$ cat src/rtl/tnn_pkg.sv
// Shared types for the ternary neuron: weight encoding, FSM states and the
// accumulator width rule.
package tnn_pkg;

   typedef enum logic [1:0] {
      WT_ZERO = 2'b00,
      WT_POS  = 2'b01,
      WT_RSV  = 2'b10,
      WT_NEG  = 2'b11
   } wt_e;

   typedef enum logic [1:0] {
      S_IDLE  = 2'b00,
      S_ACCUM = 2'b01,
      S_HOLD  = 2'b10
   } state_e;

   // Signed accumulator width: one sign bit plus headroom for n_in unsigned operands.
   function automatic int unsigned tnn_aw(input int unsigned w, input int unsigned n_in);
      return w + $clog2(n_in) + 1;
   endfunction

endpackage

$ cat src/rtl/tnn_term.sv
// Ternary multiply of one unsigned operand by a {+1,0,-1} weight.
// TNN_APPROX_EN zeroes APPROX_LSB operand LSBs before the multiply.
module tnn_term
   import tnn_pkg::*;
#(
   parameter int unsigned W          = 3,
   parameter int unsigned AW         = 6,
   parameter int unsigned APPROX_LSB = 1
) (
   input  logic [W-1:0]         data,
   input  logic [1:0]           wt,
   output logic signed [AW-1:0] term_c
);

`ifdef TNN_APPROX_EN
   localparam bit APPROX_ON = 1'b1;
`else
   localparam bit APPROX_ON = 1'b0;
`endif

   localparam int unsigned TRUNC_LSB = APPROX_ON ? APPROX_LSB : 0;
   localparam logic [W-1:0] OP_MASK  = ~((W'(1) << TRUNC_LSB) - W'(1));

   logic [W-1:0]         op;
   logic signed [AW-1:0] mag;

   assign op  = data & OP_MASK;
   assign mag = signed'(AW'(op));

   // Reserved weight code behaves as zero.
   always_comb begin
      term_c = '0;
      case (wt)
         WT_POS:  term_c = mag;
         WT_NEG:  term_c = -mag;
         default: term_c = '0;
      endcase
   end

endmodule

$ cat src/rtl/tnn_neuron_seq.sv
// Sequential ternary neuron: accumulates weighted operand beats of one sample
// and emits a registered threshold decision. Build option: TNN_APPROX_EN.
module tnn_neuron_seq
   import tnn_pkg::*;
#(
   parameter int unsigned W          = 3,
   parameter int unsigned N_IN       = 3,
   parameter int unsigned APPROX_LSB = 1,
   localparam int unsigned AW        = tnn_aw(W, N_IN)
) (
   input  logic          clk,
   input  logic          rst_n,
   input  logic          in_valid,
   output logic          in_ready,
   input  logic [W-1:0]  in_data,
   input  logic [1:0]    in_wt,
   input  logic          in_last,
   input  logic [AW-1:0] in_thr,
   output logic          out_valid,
   input  logic          out_ready,
   output logic          out_bit,
   output logic          out_err
);

   localparam int unsigned CW = $clog2(N_IN + 1);

   state_e               state, state_d;
   logic signed [AW-1:0] acc, acc_d;
   logic signed [AW-1:0] thr, thr_d;
   logic [CW-1:0]        cnt, cnt_d;
   logic                 err, err_d;
   logic                 out_valid_d, out_bit_d, out_err_d;
   logic signed [AW-1:0] term_c;
   logic                 beat, out_hs, first_beat;

   tnn_term #(
      .W          (W),
      .AW         (AW),
      .APPROX_LSB (APPROX_LSB)
   ) u_term (
      .data   (in_data),
      .wt     (in_wt),
      .term_c (term_c)
   );

   assign in_ready   = !out_valid || out_ready;
   assign beat       = in_valid && in_ready;
   assign out_hs     = out_valid && out_ready;
   // A beat outside ACCUM always opens a new sample, including one that
   // coincides with the result handshake in HOLD.
   assign first_beat = (state != S_ACCUM);

   always_ff @(posedge clk or negedge rst_n) begin
      if (!rst_n) begin
         state     <= S_IDLE;
         acc       <= '0;
         thr       <= '0;
         cnt       <= '0;
         err       <= 1'b0;
         out_valid <= 1'b0;
         out_bit   <= 1'b0;
         out_err   <= 1'b0;
      end else begin
         state     <= state_d;
         acc       <= acc_d;
         thr       <= thr_d;
         cnt       <= cnt_d;
         err       <= err_d;
         out_valid <= out_valid_d;
         out_bit   <= out_bit_d;
         out_err   <= out_err_d;
      end
   end

   always_comb begin
      state_d     = state;
      acc_d       = acc;
      thr_d       = thr;
      cnt_d       = cnt;
      err_d       = err;
      out_valid_d = out_valid;
      out_bit_d   = out_bit;
      out_err_d   = out_err;

      if (out_hs) begin
         out_valid_d = 1'b0;
         state_d     = S_IDLE;
      end

      if (beat) begin
         if (first_beat) begin
            acc_d = term_c;
            thr_d = signed'(in_thr);
            cnt_d = CW'(1);
            err_d = 1'b0;
         end else if (cnt < CW'(N_IN)) begin
            acc_d = acc + term_c;
            cnt_d = cnt + CW'(1);
         end else begin
            err_d = 1'b1;
         end

         if (in_last) begin
            state_d     = S_HOLD;
            out_valid_d = 1'b1;
            out_bit_d   = (acc_d >= thr_d);
            out_err_d   = err_d;
         end else begin
            state_d = S_ACCUM;
         end
      end
   end

endmodule

$ cat config.mk
export PLATFORM = sky130hd
export DESIGN_NAME = tnn_neuron_seq
export DESIGN_NICKNAME = d
export VERILOG_FILES = /design/src/rtl/tnn_pkg.sv /design/src/rtl/tnn_term.sv /design/src/rtl/tnn_neuron_seq.sv
export SDC_FILE = /design/constraint.sdc
export NUM_CORES = 1
export LEC_CHECK = 0
export CORE_AREA = 2 2 44 67
export CTS_CLUSTER_DIAMETER = 60
export DETAILED_ROUTE_END_ITERATION = 6
export DIE_AREA = 0 0 46 69
export PLACE_DENSITY = 0.81
export SLEW_MARGIN = 20
export SYNTH_ARGS = -nofsm -noshare
export SYNTH_HDL_FRONTEND = slang
export SYNTH_HIERARCHICAL = 1
export SYNTH_SLANG_ARGS = --single-unit
$ cat constraint.sdc
create_clock -name clk -period 6.1 [get_ports clk]
set_input_delay 0.915 -clock clk [delete_from_list [all_inputs] [get_ports clk]]
set_output_delay 0.915 -clock clk [all_outputs]
set_load 0.03 [all_outputs]
==> reports/qor.yml <==
grt_max_degree: 21
final.min_clock_period_ns: 3.946
fin_nets: 212
grt_pass1_wl_um: 5202
rows: 23
setup_viol: 0
path_clk_slew_ns: 0.07
htree_levels: 1
p_comb_frac: 0.417
first_global_vias: 1225
dpl.hpwl_um: 2292
synth.most_common_cell: "nand2_1"
drtIter0Drc: 22
power.internal_mw: 0.2962
clockBufferDepth: 2
ys_ff_latch: 20
ys_types: 35
syn_inst: 163
cp-end-kind: "flop"
critPathKind: "in2reg"
worstPathMaxFanout: 4
gp_congestion: 0.8640
wl_per_cell_um: 14.45
power_density_mw_per_mm2: 276.1
post_drt_via_cell_ratio: 5.912
drv_cap: 0
grt.total_usage: 0.2147
insertion_delay_ns: 0.26
fmax_ghz: 0.2534
core_area_sq_mm: 0.002590
ir_drop_mv: 0.2043
synthTopCellsByCount: "32 x nand2_1, 20 x dfrtp_1, 15 x o21ai_0"
layout_setup_ws_ns: 2.154
antennaDiodeCount: 0
drive_above_1_share: 0.07263
critical_path_arrival_ns: 4.09
max_stage_delay_ns: 0.48
cts-resized-gates: 0
start_util: 0.5623
ios: 20
finalHoldViolCount: 0
route.vias.total: 1206
tightestPinTransition_ns: 0.9891
pwr-share-clk: 0.188
startpoint_type: "input pin"
synthesis.area_sq_mm: 0.001456
synth-seq-area-share: 0.3436
crit_top_cell: "ha_1"
hold_buffers: 0
seq_area_sq_um: 500.5
area_growth_pct: 15.72
cp_num_buf_inv: 3
cpMaxStageDelayCell: "clkdlybuf4s50_1"
avgSynthCellArea_sq_um: 8.935
fin_setup_tns_ns: 0
root_buffer: "clkbuf_8"
slew_headroom: 0.3392
die_y_um: 69
dieArea_sq_mm: 0.003174
run_status: "finished, final reports clean"
pre_cts_ws_ns: 1.872
synthFlopType: "dfrtp_1"
final_antenna_net_count: 0
multi_input_area_sq_um: 899.6
fillCellCount: 223
p_total_mw: 0.4653
synth_area_leaders: "dfrtp_1 34%, ha_1 12%, mux2i_1 8.2%"
synth_edf_count: 0
cts_setup_buffers: 0
yosysWarnings: 6
finalClockSkew_ns: 0.002868
power.leakage_nw: 0.8236
portBuffers: 19
antenna_found_initial: 0
die_x_um: 46
finalMaxSlewViolations: 0
crit_chain: "clkdlybuf4s50_1 > inv_1 > ha_1 > ha_1 > mux2i_1 > nor2b_1 > ha_1 > o21ai_1 > or2_1 > a211oi_2 > nor3_1 > a211o_1 > ha_1 > inv_1 > nor3_1 > a21oi_1 > mux2i_1 > o31ai_1"
holdCritPathClass: "reg2reg"
p_switching_mw: 0.1691
post-route-period-util: 0.6469
synth_async_sr_flop_share: 1.000
required_ns: 6.24
seqPwrFrac: 0.395
yosysTopAreaCell: "dfrtp_1"
cts.sinks: 20
wl_um: 2947
route.detailed.drc: 0
utilization: 0.6507
yosysTopAreaCellShare: 0.3436
cts_tree: "done"
grt-ovfl-total: 0
power_switching_share: 0.3635
drt_first_pass_iters: 4
cts_inserted_buffers: 3
grt_setup_unrepaired: "no"
synth_nets: 194
crit_family: "adder cells"
==> registers in the layout (all words and copies together), names as in the netlist <==
name       cells
err            1
out_valid      1
state          2
cnt            2
out_err        1
acc            6
thr            6
out_bit        1
==> final timing paths <==
path	from	to	slack, ns	cells after the start
max in group asynchronous	rst_n	thr[3]$_DFFE_PN0P_	4.39	1
setup / recovery	in_data[1]	out_bit$_DFFE_PN0P_	2.15	18
setup reg to reg	state[0]$_DFFE_PN0P_	out_bit$_DFFE_PN0P_	3.48	9
hold reg to reg	thr[5]$_DFFE_PN0P_	thr[5]$_DFFE_PN0P_	0.48	2
hold / removal	thr[5]$_DFFE_PN0P_	thr[5]$_DFFE_PN0P_	0.48	2
min in group asynchronous	rst_n	out_bit$_DFFE_PN0P_	1.16	1
==> cell usage in the layout, fill, tap and decap left out, drive strengths merged <==
cell,instances
a32o,1
a21oi,8
mux2i,12
nor3,5
a211oi,2
o31ai,1
nor3b,1
o21a,1
ha,14
and2,2
dfrtp,20
clkbuf,3
or2,1
nor2,7
a211o,3
mux2,4
nand2,32
fa,1
nand2b,3
xnor2,1
a31oi,1
inv,6
a21o,4
o21ai,18
nor2b,3
o22ai,1
nand3,5
clkdlybuf4s50,19
==> tightest hold or removal path, delay by kind of cell (launching register included) <==
kind	cells	cell delay [ns]
AOI/OAI and AO/OA	1	0.06
and+or+nand+nor	1	0.04
DFF	1	0.34
==> per-layer routing <==
layer / track usage / share of wire
met5: 0 / 0
met4: 0.08254 / 0.013
met3: 0.02880 / 0.041
met2: 0.3627 / 0.53
met1: 0.2615 / 0.42
==> stage by stage <==
stage          area [sq um]  hold WS, ns  instances
3_3_place_gp           1644       0.4566        201
3_5_place_dp           1644       0.4712        201
4_1_cts                1685       0.4871        204
6_report               1685       0.4805        204
5_1_grt                1685       0.5139        204
2_1_floorplan          1456       0.4456        163
==> logic make-up after synthesis <==
logic type	count (synthesis)	share of synthesized area
adders and majority gates	15	0.1340
muxes	16	0.1160
and+or+nand+nor	59	0.1873
buffers and inverters	12	0.03865
AOI/OAI and AO/OA	40	0.1744
xor gates and xnor gates	1	0.006015
DFF	20	0.3436
==> power groups by stage <==
| stage | sequential, mW | combinational (mW) | clock [mW] |
|---|---|---|---|
| finish | 0.184 | 0.194 | 0.0875 |
| global route | 0.188 | 0.219 | 0.0928 |
| CTS | 0.184 | 0.195 | 0.0873 |
| detailed placement | 0.186 | 0.194 | 0 |
| global placement | 0.184 | 0.185 | 0 |
| floorplan | 0.190 | 0.137 | 0 |
==> layout make-up <==
type | instances | share of cell area
Inverter | 6 | 0.01336
Multi-Input combinational cell | 131 | 0.5338
Timing Repair Buffer | 19 | 0.1128
Tap cell | 25 | 0.01856
Clock buffer | 3 | 0.02450
Sequential cell | 20 | 0.2970
(Power assumes the default switching activity.)
